==> src/rtl/dac_seg_encoder_if.sv <==
// Sample stream handshake into the DAC segment encoder.
//   s_valid : producer has a sample on s_data
//   s_ready : encoder buffer can accept a sample this cycle
//   s_data  : unsigned DAC code, DATA_W bits
// master = sample producer, slave = dac_seg_encoder.
interface dac_seg_encoder_if #(
    parameter int DATA_W = 10
);
    logic              s_valid;
    logic              s_ready;
    logic [DATA_W-1:0] s_data;

    modport master (output s_valid, output s_data, input s_ready);
    modport slave  (input s_valid, input s_data, output s_ready);
endinterface

==> src/rtl/dac_seg_encoder.sv <==
// Segmented current-steering DAC code encoder.
// Buffers incoming codes in a small FIFO and, on every divider tick, loads a
// new code chosen by mode (stream / ramp / hold / midscale). The code is
// split into BIN_W binary-weighted LSBs and a thermometer-coded MSB field,
// each driven together with its exact complement for differential switches.
// Ports:
//   clkin        : sole clock, rising edge
//   pdb          : asynchronous active-low reset (power-down bar)
//   s_bus        : sample handshake (s_valid / s_ready / s_data)
//   mode         : 00 stream, 01 ramp, 10 hold, 11 midscale (sampled at tick)
//   div          : update period minus one, in clkin cycles
//   hold_code    : code loaded in hold mode
//   clr_flags    : clears the sticky underflow flag
//   datainbin(b) : binary LSBs and complement
//   dataintherm(b): thermometer MSBs and complement
//   code_out     : code currently driven
//   update       : one-cycle strobe with each new output code
//   underflow    : sticky, set when a stream tick finds the FIFO empty
//   fifo_level   : current FIFO occupancy
module dac_seg_encoder #(
    parameter  int DATA_W     = 10,
    parameter  int BIN_W      = 7,
    parameter  int FIFO_DEPTH = 8,
    parameter  int DIV_W      = 8,
    localparam int MSB_W      = DATA_W - BIN_W,
    localparam int THERM_W    = (2 ** MSB_W) - 1,
    localparam int AW         = $clog2(FIFO_DEPTH),
    localparam int LVL_W      = $clog2(FIFO_DEPTH) + 1
) (
    input  logic                clkin,
    input  logic                pdb,
    dac_seg_encoder_if.slave    s_bus,
    input  logic [1:0]          mode,
    input  logic [DIV_W-1:0]    div,
    input  logic [DATA_W-1:0]   hold_code,
    input  logic                clr_flags,
    output logic [BIN_W-1:0]    datainbin,
    output logic [BIN_W-1:0]    datainbinb,
    output logic [THERM_W-1:0]  dataintherm,
    output logic [THERM_W-1:0]  datainthermb,
    output logic [DATA_W-1:0]   code_out,
    output logic                update,
    output logic                underflow,
    output logic [LVL_W-1:0]    fifo_level
);

    localparam logic [1:0] MODE_STREAM = 2'b00;
    localparam logic [1:0] MODE_RAMP   = 2'b01;
    localparam logic [1:0] MODE_HOLD   = 2'b10;
    localparam logic [DATA_W-1:0] MIDSCALE = DATA_W'(1) << (DATA_W - 1);

    // Thermometer bit i is lit when the MSB field exceeds i.
    function automatic logic [THERM_W-1:0] therm_of(input logic [DATA_W-1:0] code);
        logic [MSB_W-1:0] msb;
        msb = code[DATA_W-1:BIN_W];
        for (int i = 0; i < THERM_W; i++) begin
            therm_of[i] = (32'(msb) > i);
        end
    endfunction

    logic [DATA_W-1:0] mem [FIFO_DEPTH];
    logic [AW-1:0]     wr_ptr;
    logic [AW-1:0]     rd_ptr;
    logic              run_q;
    logic [DIV_W-1:0]  cnt;
    logic [DATA_W-1:0] ramp_q;
    logic [1:0]        last_mode;

    logic              tick_p0;
    logic              push_p0;
    logic              pop_p0;
    logic              uf_set_p0;
    logic [DATA_W-1:0] code_nxt_p0;

    // run_q keeps s_ready low while pdb is asserted and for the release edge.
    assign s_bus.s_ready = run_q && (fifo_level != LVL_W'(FIFO_DEPTH));
    assign push_p0       = s_bus.s_valid && s_bus.s_ready;
    // ">=" so that lowering div below the running count ticks right away.
    assign tick_p0       = (cnt >= div);

    // ---- stage p0: tick decode and next-code selection ----
    always_comb begin
        code_nxt_p0 = code_out;
        pop_p0      = 1'b0;
        uf_set_p0   = 1'b0;
        if (tick_p0) begin
            unique case (mode)
                MODE_STREAM: begin
                    if (fifo_level != '0) begin
                        pop_p0      = 1'b1;
                        code_nxt_p0 = mem[rd_ptr];
                    end else begin
                        uf_set_p0   = 1'b1;
                    end
                end
                // A ramp restarts from zero whenever the previous tick was not a ramp tick.
                MODE_RAMP: code_nxt_p0 = (last_mode == MODE_RAMP) ? ramp_q : '0;
                MODE_HOLD: code_nxt_p0 = hold_code;
                default:   code_nxt_p0 = MIDSCALE;
            endcase
        end
    end

    always_ff @(posedge clkin) begin
        if (push_p0) begin
            mem[wr_ptr] <= s_bus.s_data;
        end
    end

    // ---- stage p1: registered control and segmented outputs ----
    always_ff @(posedge clkin or negedge pdb) begin
        if (!pdb) begin
            run_q        <= 1'b0;
            cnt          <= '0;
            wr_ptr       <= '0;
            rd_ptr       <= '0;
            fifo_level   <= '0;
            ramp_q       <= '0;
            last_mode    <= MODE_STREAM;
            underflow    <= 1'b0;
            update       <= 1'b0;
            code_out     <= '0;
            datainbin    <= '0;
            datainbinb   <= '1;
            dataintherm  <= '0;
            datainthermb <= '1;
        end else begin
            run_q      <= 1'b1;
            cnt        <= tick_p0 ? '0 : cnt + 1'b1;
            if (push_p0) wr_ptr <= wr_ptr + 1'b1;
            if (pop_p0)  rd_ptr <= rd_ptr + 1'b1;
            fifo_level <= fifo_level + LVL_W'(push_p0) - LVL_W'(pop_p0);
            if (tick_p0) begin
                last_mode <= mode;
                if (mode == MODE_RAMP) ramp_q <= code_nxt_p0 + 1'b1;
            end
            // Set has priority over clear.
            if (uf_set_p0)      underflow <= 1'b1;
            else if (clr_flags) underflow <= 1'b0;
            update       <= tick_p0;
            code_out     <= code_nxt_p0;
            datainbin    <= code_nxt_p0[BIN_W-1:0];
            datainbinb   <= ~code_nxt_p0[BIN_W-1:0];
            dataintherm  <= therm_of(code_nxt_p0);
            datainthermb <= ~therm_of(code_nxt_p0);
        end
    end

endmodule

==> src/flat_wrapper.sv <==
// flat-port wrapper written by rule: the top's interface ports become plain ports
module dac_seg_encoder_flat 
#(
    parameter  int DATA_W     = 10,
    parameter  int BIN_W      = 7,
    parameter  int FIFO_DEPTH = 8,
    parameter  int DIV_W      = 8,
    localparam int MSB_W      = DATA_W - BIN_W,
    localparam int THERM_W    = (2 ** MSB_W) - 1,
    localparam int AW         = $clog2(FIFO_DEPTH),
    localparam int LVL_W      = $clog2(FIFO_DEPTH) + 1
)
  (clkin, pdb, mode, div, hold_code, clr_flags, datainbin, datainbinb, dataintherm, datainthermb, code_out, update, underflow, fifo_level, s_bus_s_valid, s_bus_s_data, s_bus_s_ready);
  dac_seg_encoder_if #(.DATA_W(DATA_W)) s_bus_i ();
  input  logic clkin;
  input  logic pdb;
  input  logic [1:0] mode;
  input  logic [DIV_W-1:0] div;
  input  logic [DATA_W-1:0] hold_code;
  input  logic clr_flags;
  output logic [BIN_W-1:0] datainbin;
  output logic [BIN_W-1:0] datainbinb;
  output logic [THERM_W-1:0] dataintherm;
  output logic [THERM_W-1:0] datainthermb;
  output logic [DATA_W-1:0] code_out;
  output logic update;
  output logic underflow;
  output logic [LVL_W-1:0] fifo_level;
  input wire logic [$bits(s_bus_i.s_valid)-1:0] s_bus_s_valid;
  input wire logic [$bits(s_bus_i.s_data)-1:0] s_bus_s_data;
  output wire logic [$bits(s_bus_i.s_ready)-1:0] s_bus_s_ready;
  assign s_bus_i.s_valid = s_bus_s_valid;
  assign s_bus_i.s_data = s_bus_s_data;
  assign s_bus_s_ready = s_bus_i.s_ready;
  dac_seg_encoder #(.DATA_W(DATA_W), .BIN_W(BIN_W), .FIFO_DEPTH(FIFO_DEPTH), .DIV_W(DIV_W)) u_core (.clkin(clkin), .pdb(pdb), .s_bus(s_bus_i), .mode(mode), .div(div), .hold_code(hold_code), .clr_flags(clr_flags), .datainbin(datainbin), .datainbinb(datainbinb), .dataintherm(dataintherm), .datainthermb(datainthermb), .code_out(code_out), .update(update), .underflow(underflow), .fifo_level(fifo_level));
endmodule
==> config.mk <==
export PLATFORM = sky130hd
export DESIGN_NAME = dac_seg_encoder_flat
export DESIGN_NICKNAME = d
export VERILOG_FILES = /design/src/rtl/dac_seg_encoder_if.sv /design/src/rtl/dac_seg_encoder.sv /design/src/flat_wrapper.sv
export SDC_FILE = /design/constraint.sdc
export NUM_CORES = 1
export LEC_CHECK = 0
export ABC_CLOCK_PERIOD_IN_PS = 2900
export CAP_MARGIN = 0
export CORE_MARGIN = 2
export CORE_UTILIZATION = 50
export CTS_CLUSTER_DIAMETER = 40
export DETAILED_ROUTE_END_ITERATION = 8
export PLACE_DENSITY_LB_ADDON = 0.05
export SYNTH_ARGS = -nofsm -noshare
export SYNTH_HDL_FRONTEND = slang
export SYNTH_SLANG_ARGS = --single-unit
==> constraint.sdc <==
create_clock -name clkin -period 2.9 [get_ports clkin]
set_input_delay 0.29 -clock clkin [delete_from_list [all_inputs] [get_ports clkin]]
set_output_delay 0.29 -clock clkin [all_outputs]
set_load 0.005 [all_outputs]
==> impl_metrics.csv, run 1 <==
group,metric,value,unit
run_status,status,"finished, final reports clean",
logic_synthesis,ys_ff_latch,144,
critical_path,cp.buffers_inverters,3,
critical_path,cp.arrival,3.03,ns
critical_path,reg2reg_from,"u_core.cnt[0]$_DFF_PN0_",
grt,grt-ovfl-total,0,
placed_design,place_area,0.00748,sq mm
logic_synthesis,netlist_instances,418,
logic_synthesis,synth_area,0.00620,sq mm
grt,first_global_vias,3809,
power_and_ir_drop,finalPower,7.75,mW
die,core_area,0.0121,sq mm
die,die_w,115,microns
logic_synthesis,synth-xor-area-share,2.40,%
logic_synthesis,synth_fa_ha_area_share,3.95,%
critical_path,r2r_end,"u_core.fifo_level[2]$_DFF_PN0_",
detailed_routing,routed_wl,12.5,mm
critical_path,path_depth,12,
logic_synthesis,synth_edf_count,80,
clocking,cts_tree,"built",
timing,fin_setup_tns,0,ns
layout,fin_util,66.9,%
layout,syn2layout_area_growth,30.1,%
power_and_ir_drop,cellLeakagePower,3.20,nW
detailed_routing,vias,3814,
logic_synthesis,synth_top_area_share,38.7,%
die,die_height,115,microns
timing,worstMarginPinSlew,0.516,ns
logic_synthesis,syn_avg_cell_area,14.8,sq um
layout,final_cell_count_no_fill,726,
detailed_routing,drc,0,
critical_path,end_kind,"register",
layout,antenna_cells,0,
clocking,cts_buffers,17,
logic_synthesis,synth_top_family_by_area,"multiplexers",
placed_design,port_buffers,78,
critical_path,crit_path_max_fanout,4,
detailed_routing,firstDrtPassIters,5,
layout,final_cell_area,0.00807,sq mm
logic_synthesis,ys.flop_type,"edfxtp_1",
clocking,cts.clk_slew.worst_paths,0.06,ns
logic_synthesis,synth_simple_gate_area_share,6.33,%
critical_path,cpLargestDelayFamily,"adder cells",
grt,grt_pass1_wl,19.9,mm
die,io_pins,79,
logic_synthesis,synth_nets,471,
critical_path,crit_end,"u_core.fifo_level[2]$_DFF_PN0_",
clocking,clock_latency,0.42,ns
power_and_ir_drop,peakVddDrop,0.458,mV
clocking,clock-sinks,144,
logic_synthesis,synth_mux_area_share,9.42,%
clocking,cts_buffer_depth,2,
die,start_util,51.4,%
layout,final_net_count,600,
timing,fmax,0.366,GHz
critical_path,worstSetupStartpoint,"u_core.cnt[0]$_DFF_PN0_",
timing,rsz0062_at_grt,"no",
grt,grt_antenna_before_repair,0,
critical_path,rrSetupSlack,0.17,ns
layout,fillers,879,
job,cap_viol_max_count,0,
critical_path,cpPeakStageDelay,0.48,ns
grt,grt_usage,20.5,%
detailed_routing,post_drt_wl_per_cell,17.2,microns
timing,setup_viol,0,
detailed_routing,viasPerCell,5.25,
layout,drive_gt1_share,20.8,%
timing,clock_skew,0.0155,ns
timing,drv_slew,0,
logic_synthesis,synthTopCellsByArea,"edfxtp_1, dfrtp_1, dfstp_2",
logic_synthesis,async_flop_share,44.4,%
logic_synthesis,synth_compound_area_share,8.41,%
worst_hold_path,hold_class,"in -> async",
critical_path,cpMaxStageDelayCell,"a2111o_1",
power_and_ir_drop,p_per_area,960,mW/mm^2
die,row_count,40,
critical_path,crit_required,3.19,ns
detailed_routing,route.antenna.remaining_nets,0,
logic_synthesis,synth_largest_area_cell,"edfxtp_1",
grt,grt_max_degree,40,
timing,slew_headroom,65.6,%
timing,hold_violations,0,
timing,min_period_over_period,94.2,%
timing,post-route-min-period,2.73,ns
logic_synthesis,synth_cell_types,58,
critical_path,cp_cell_sequence,"inv_1, ha_1, nand2b_1, a2111o_1, a21oi_4, nor2_1, ha_1, inv_1, ha_1, inv_1, fa_1, xnor2_1",
placed_design,hpwlAfterDp,8.66,mm
detailed_routing,drt_iter0_markers,164,
critical_path,reg2reg_depth,12,
clocking,cts_root_buf,"clkbuf_16",
placed_design,dp_cells,695,
clocking,htree_levels,4,
logic_synthesis,synth-seq-area-share,64.8,%
placed_design,place_congestion,0.881,
die,dieArea,0.0133,sq mm
critical_path,crit_type,"reg -> reg",
clocking,cts_setup_buffers,0,
logic_synthesis,yosys_warnings,0,
critical_path,cp-start-kind,"register",
repair_timing:
action                                 in CTS  in global routing
endpoints found under the hold margin      10                  0
gates resized for setup                     0                  3
hold buffers                                1                  0
setup endpoints to repair                   0                  1
worst reg2reg max path, cell delays in order (launching register included):
cell	delay, ns
dfrtp_1	0.34
inv_1	0.04
ha_1	0.25
nand2b_1	0.14
a2111o_1	0.48
a21oi_4	0.22
nor2_1	0.10
ha_1	0.27
inv_1	0.06
ha_1	0.15
inv_1	0.05
fa_1	0.38
xnor2_1	0.14
kinds of logic after synthesis:
family	count (synthesis)
compound gates	66
mux	32
other cells	1
buf+inv	58
fa+ha+maj	19
flops	144
simple gates	81
xor+xnor	17
through the flow:
stage | hold slack [ns] | worst slack [ns]
global route | 0.284 | 0.00623
CTS | 0.268 | 0.0973
global placement | 0.174 | -0.132
detailed placement | 0.175 | -0.184
floorplan | -0.00559 | 0.0200
finish | 0.273 | 0.168
final cells by class:
cell class / count / area [sq um] / share of cell area (%)
Clock inverter: 10 / 140 / 1.74
Clock buffer: 20 / 437 / 5.41
Timing Repair Buffer: 131 / 1210 / 15.0
Multi-Input combinational cell: 216 / 1910 / 23.6
Inverter: 37 / 141 / 1.75
Tap cell: 168 / 210 / 2.60
Sequential cell: 144 / 4020 / 49.8
worst min-delay path by stage:
stage                                   end  start  cells after the start
CTS                 u_core.cnt[4]$_DFF_PN0_    pdb                      2
finish              u_core.cnt[4]$_DFF_PN0_    pdb                      2
global placement    u_core.cnt[4]$_DFF_PN0_    pdb                      1
floorplan           u_core.cnt[0]$_DFF_PN0_    pdb                      0
global route        u_core.cnt[2]$_DFF_PN0_    pdb                      2
detailed placement  u_core.cnt[4]$_DFF_PN0_    pdb                      1
cells in the final DEF, fill, tap and decap left out, types with 3 or more instances in the layout:
cell,n
buf_12,3
nand3_1,7
inv_2,3
edfxtp_1,80
clkdlybuf4s50_1,77
clkbuf_1,3
nor2_1,16
clkinv_4,3
mux4_2,8
xnor2_1,10
buf_4,49
dfstp_2,14
o21ai_0,17
inv_1,33
a21oi_1,8
nor3_1,5
a32oi_1,10
o31a_1,3
clkbuf_16,17
bufinv_16,3
nand2b_1,3
nor2b_1,4
ha_1,18
a32o_1,6
xor2_1,7
dfrtp_1,50
mux2i_1,13
nand2_1,29
mux4_1,10
sequential cells by signal, summed over array words and instances, names as in the netlist:
| signal | count |
|---|---|
| u_core.datainthermb | 7 |
| u_core.underflow | 1 |
| u_core.rd_ptr | 3 |
| u_core.mem | 80 |
| u_core.datainbin | 6 |
| u_core.fifo_level | 4 |
| u_core.code_out | 4 |
| u_core.ramp_q | 10 |
| u_core.wr_ptr | 3 |
| u_core.run_q | 1 |
| u_core.cnt | 8 |
| u_core.datainbinb | 7 |
| u_core.dataintherm | 7 |
| u_core.last_mode | 2 |
| u_core.update | 1 |
power by group:
part           switching, mW  leakage (nW)  internal, mW  total [mW]
clock network          0.786         0.274          1.34        2.12
registers              0.292          1.51          2.69        2.99
logic                   1.20          1.42          1.43        2.64
total                   2.28          3.20          5.47        7.75
synthesized netlist by cell type, drive strengths merged (3+ instances only):
cell type  count
dfstp         14
nand2         30
inv           37
nor2          16
o21ai         18
o2111ai        3
mux2i         13
nor3           5
a32oi         10
ha            18
dfrtp         50
mux4          18
a21oi         10
buf           18
nor2b          4
clkbuf         3
nand2b         3
edfxtp        80
xnor2         10
nand3          8
a32o           6
and3           3
o31a           3
xor2           7
layer usage:
layer / part of all wire [%] / global-route usage [%] / vias to the layer above
li1: - / - / 1799
met1: 42 / 25.4 / 1882
met2: 51 / 35.2 / 127
met3: 5.9 / 5.90 / 6
met4: 0.61 / 6.27 / 0
met5: 0 / 0 / -
Note: power is estimated with default switching activity, not from simulation.
==> run 2: changes to the inputs <==
Settings changed: CELL_PAD_IN_SITES_DETAIL_PLACEMENT set to 1, CELL_PAD_IN_SITES_GLOBAL_PLACEMENT set to 1, CORE_UTILIZATION 50 to 41.
==> run 2 against run 1 <==
  * Combinational power up 2%
  * First-iteration DRC count shrank 6.1%
  * Worst setup slack improved by 0.0031 ns
  * Clock-buffer cell count decreased by 3
==> impl_metrics.csv, run 2 (synthesis results as in run 1) <==
group,metric,value,unit
run_status,status,"finished, final reports clean",
die,dieArea,0.0161,sq mm
critical_path,worstSetupStartpoint,"u_core.cnt[0]$_DFF_PN0_",
timing,slew_headroom,43.8,%
critical_path,cp.arrival,3.04,ns
grt,grtUsageMet2,33.3,%
clocking,cts_resized,0,
critical_path,crit_path_max_fanout,4,
layout,mostFrequentLayoutCells,"edfxtp_1, clkdlybuf4s50_1, buf_4",
layout,top_register,"u_core.mem",
layout,drive_gt1_share,22.6,%
grt,grt_usage,19.4,%
timing,fin_setup_tns,0,ns
layout,final_net_count,603,
layout,fin_util,55.3,%
die,die_height,127,microns
detailed_routing,firstDrtPassIters,4,
die,io_pins,79,
grt,grt-ovfl-total,0,
timing,fmax,0.366,GHz
placed_design,port_buffers,78,
critical_path,cp.buffers_inverters,3,
detailed_routing,post_drt_wl_per_cell,19.6,microns
critical_path,path_depth,12,
clocking,cts_root_buf,"clkbuf_16",
detailed_routing,vias,3905,
critical_path,cpMaxStageDelayCell,"a2111o_1",
placed_design,place_congestion,0.845,
timing,min_period_over_period,94.1,%
layout,mostFrequentLayoutCell,"edfxtp_1",
critical_path,crit_required,3.21,ns
clocking,cts_buffer_depth,2,
critical_path,cpPeakStageDelay,0.44,ns
clocking,cts.clk_slew.worst_paths,0.06,ns
critical_path,reg2reg_from,"u_core.cnt[0]$_DFF_PN0_",
grt,use_met1,24.5,%
detailed_routing,drc,0,
clocking,clock_latency,0.43,ns
placed_design,hpwlAfterDp,10.1,mm
layout,fillers,1418,
layout,largest_reg_flops,80,
critical_path,crit_type,"reg -> reg",
die,core_area,0.0146,sq mm
power_and_ir_drop,peakVddDrop,0.531,mV
grt,grt_max_degree,65,
timing,clock_skew,0.00717,ns
timing,worstMarginPinSlew,0.843,ns
detailed_routing,route.antenna.remaining_nets,0,
power_and_ir_drop,finalPower,7.85,mW
critical_path,rrSetupSlack,0.17,ns
grt,grt_antenna_before_repair,0,
critical_path,end_kind,"register",
die,start_util,42.4,%
layout,multi_input_area,0.00191,sq mm
layout,regArea,0.00402,sq mm
power_and_ir_drop,p_per_area,968,mW/mm^2
clocking,cts_tree,"built",
layout,antenna_cells,0,
critical_path,r2r_end,"u_core.fifo_level[2]$_DFF_PN0_",
grt,grt_util_met3,4.36,%
timing,drv_slew,0,
critical_path,crit_end,"u_core.fifo_level[2]$_DFF_PN0_",
placed_design,place_area,0.00751,sq mm
die,die_w,127,microns
worst_hold_path,hold_class,"in -> async",
critical_path,cpLargestDelayFamily,"adder cells",
timing,fin_hold_ws,0.0153,ns
timing,post-route-min-period,2.73,ns
timing,hold_violations,0,
clocking,clock-sinks,144,
grt,grt_pass1_wl,23.5,mm
clocking,htree_levels,4,
detailed_routing,viasPerCell,5.23,
detailed_routing,drt_iter0_markers,154,
layout,reg_top3,"u_core.mem (80), u_core.ramp_q (10), u_core.cnt (8)",
detailed_routing,routed_wl,14.7,mm
power_and_ir_drop,cellLeakagePower,3.21,nW
job,cap_viol_max_count,0,
clocking,cts_setup_buffers,0,
die,row_count,44,
critical_path,cp-start-kind,"register",
timing,setup_viol,0,
critical_path,reg2reg_depth,12,
layout,final_cell_area,0.00810,sq mm
clocking,cts_buffers,17,
critical_path,cp_cell_sequence,"inv_1, ha_1, nand2b_1, a2111o_1, a21oi_4, nor2_1, ha_1, inv_1, ha_1, inv_1, fa_1, xnor2_1",
grt,first_global_vias,4207,
grt,grt_busiest_layer,"met2",
clocking,cts_hold_buf,0,
layout,syn2layout_area_growth,30.6,%
==> run 2: per-stage QoR <==
stage                     cells  setup WS [ns]
after global placement      715         -0.113
after CTS                   747         0.0698
final                       747          0.171
after detailed placement    715         -0.204
after floorplan             418         0.0200
after global routing        747        -0.0101
==> run 2: worst min path at each step <==
stage / startpoint / end
2_1_floorplan: pdb / u_core.cnt[0]$_DFF_PN0_
3_3_place_gp: u_core.ramp_q[1]$_DFFE_PN0P_ / u_core.ramp_q[1]$_DFFE_PN0P_
3_5_place_dp: u_core.ramp_q[1]$_DFFE_PN0P_ / u_core.ramp_q[1]$_DFFE_PN0P_
4_1_cts: pdb / u_core.cnt[4]$_DFF_PN0_
5_1_grt: pdb / u_core.cnt[4]$_DFF_PN0_
6_report: pdb / u_core.cnt[4]$_DFF_PN0_
==> run 2: metal layers <==
metal	wire length [microns]	vias up
met5	0	-
met4	238	0
met3	611	17
met2	7380	80
met1	6440	1997
li1	-	1811
==> run 2: power breakdown <==
group	internal (mW)	total (mW)	switching, mW
clock	1.21	2.12	0.919
combinational	1.45	2.69	1.24
sequential	2.69	3.03	0.336
total	5.35	7.85	2.50
==> run 2: layout make-up <==
cell class / count / area share (%)
inverter: 37 / 1.74
timing repair buffer: 134 / 15.1
sequential: 144 / 49.6
clock buffer: 17 / 5.25
tap: 184 / 2.84
clock inverter: 15 / 1.84
multi-input combinational: 216 / 23.6
==> run 2: worst register-to-register path, delay by kind of cell (launching register included) <==
family | cells | cell delay, ns
xor+xnor | 1 | 0.14
compound gates | 2 | 0.66
flops | 1 | 0.35
fa+ha+maj | 4 | 1.05
buf+inv | 3 | 0.15
simple gates | 2 | 0.24
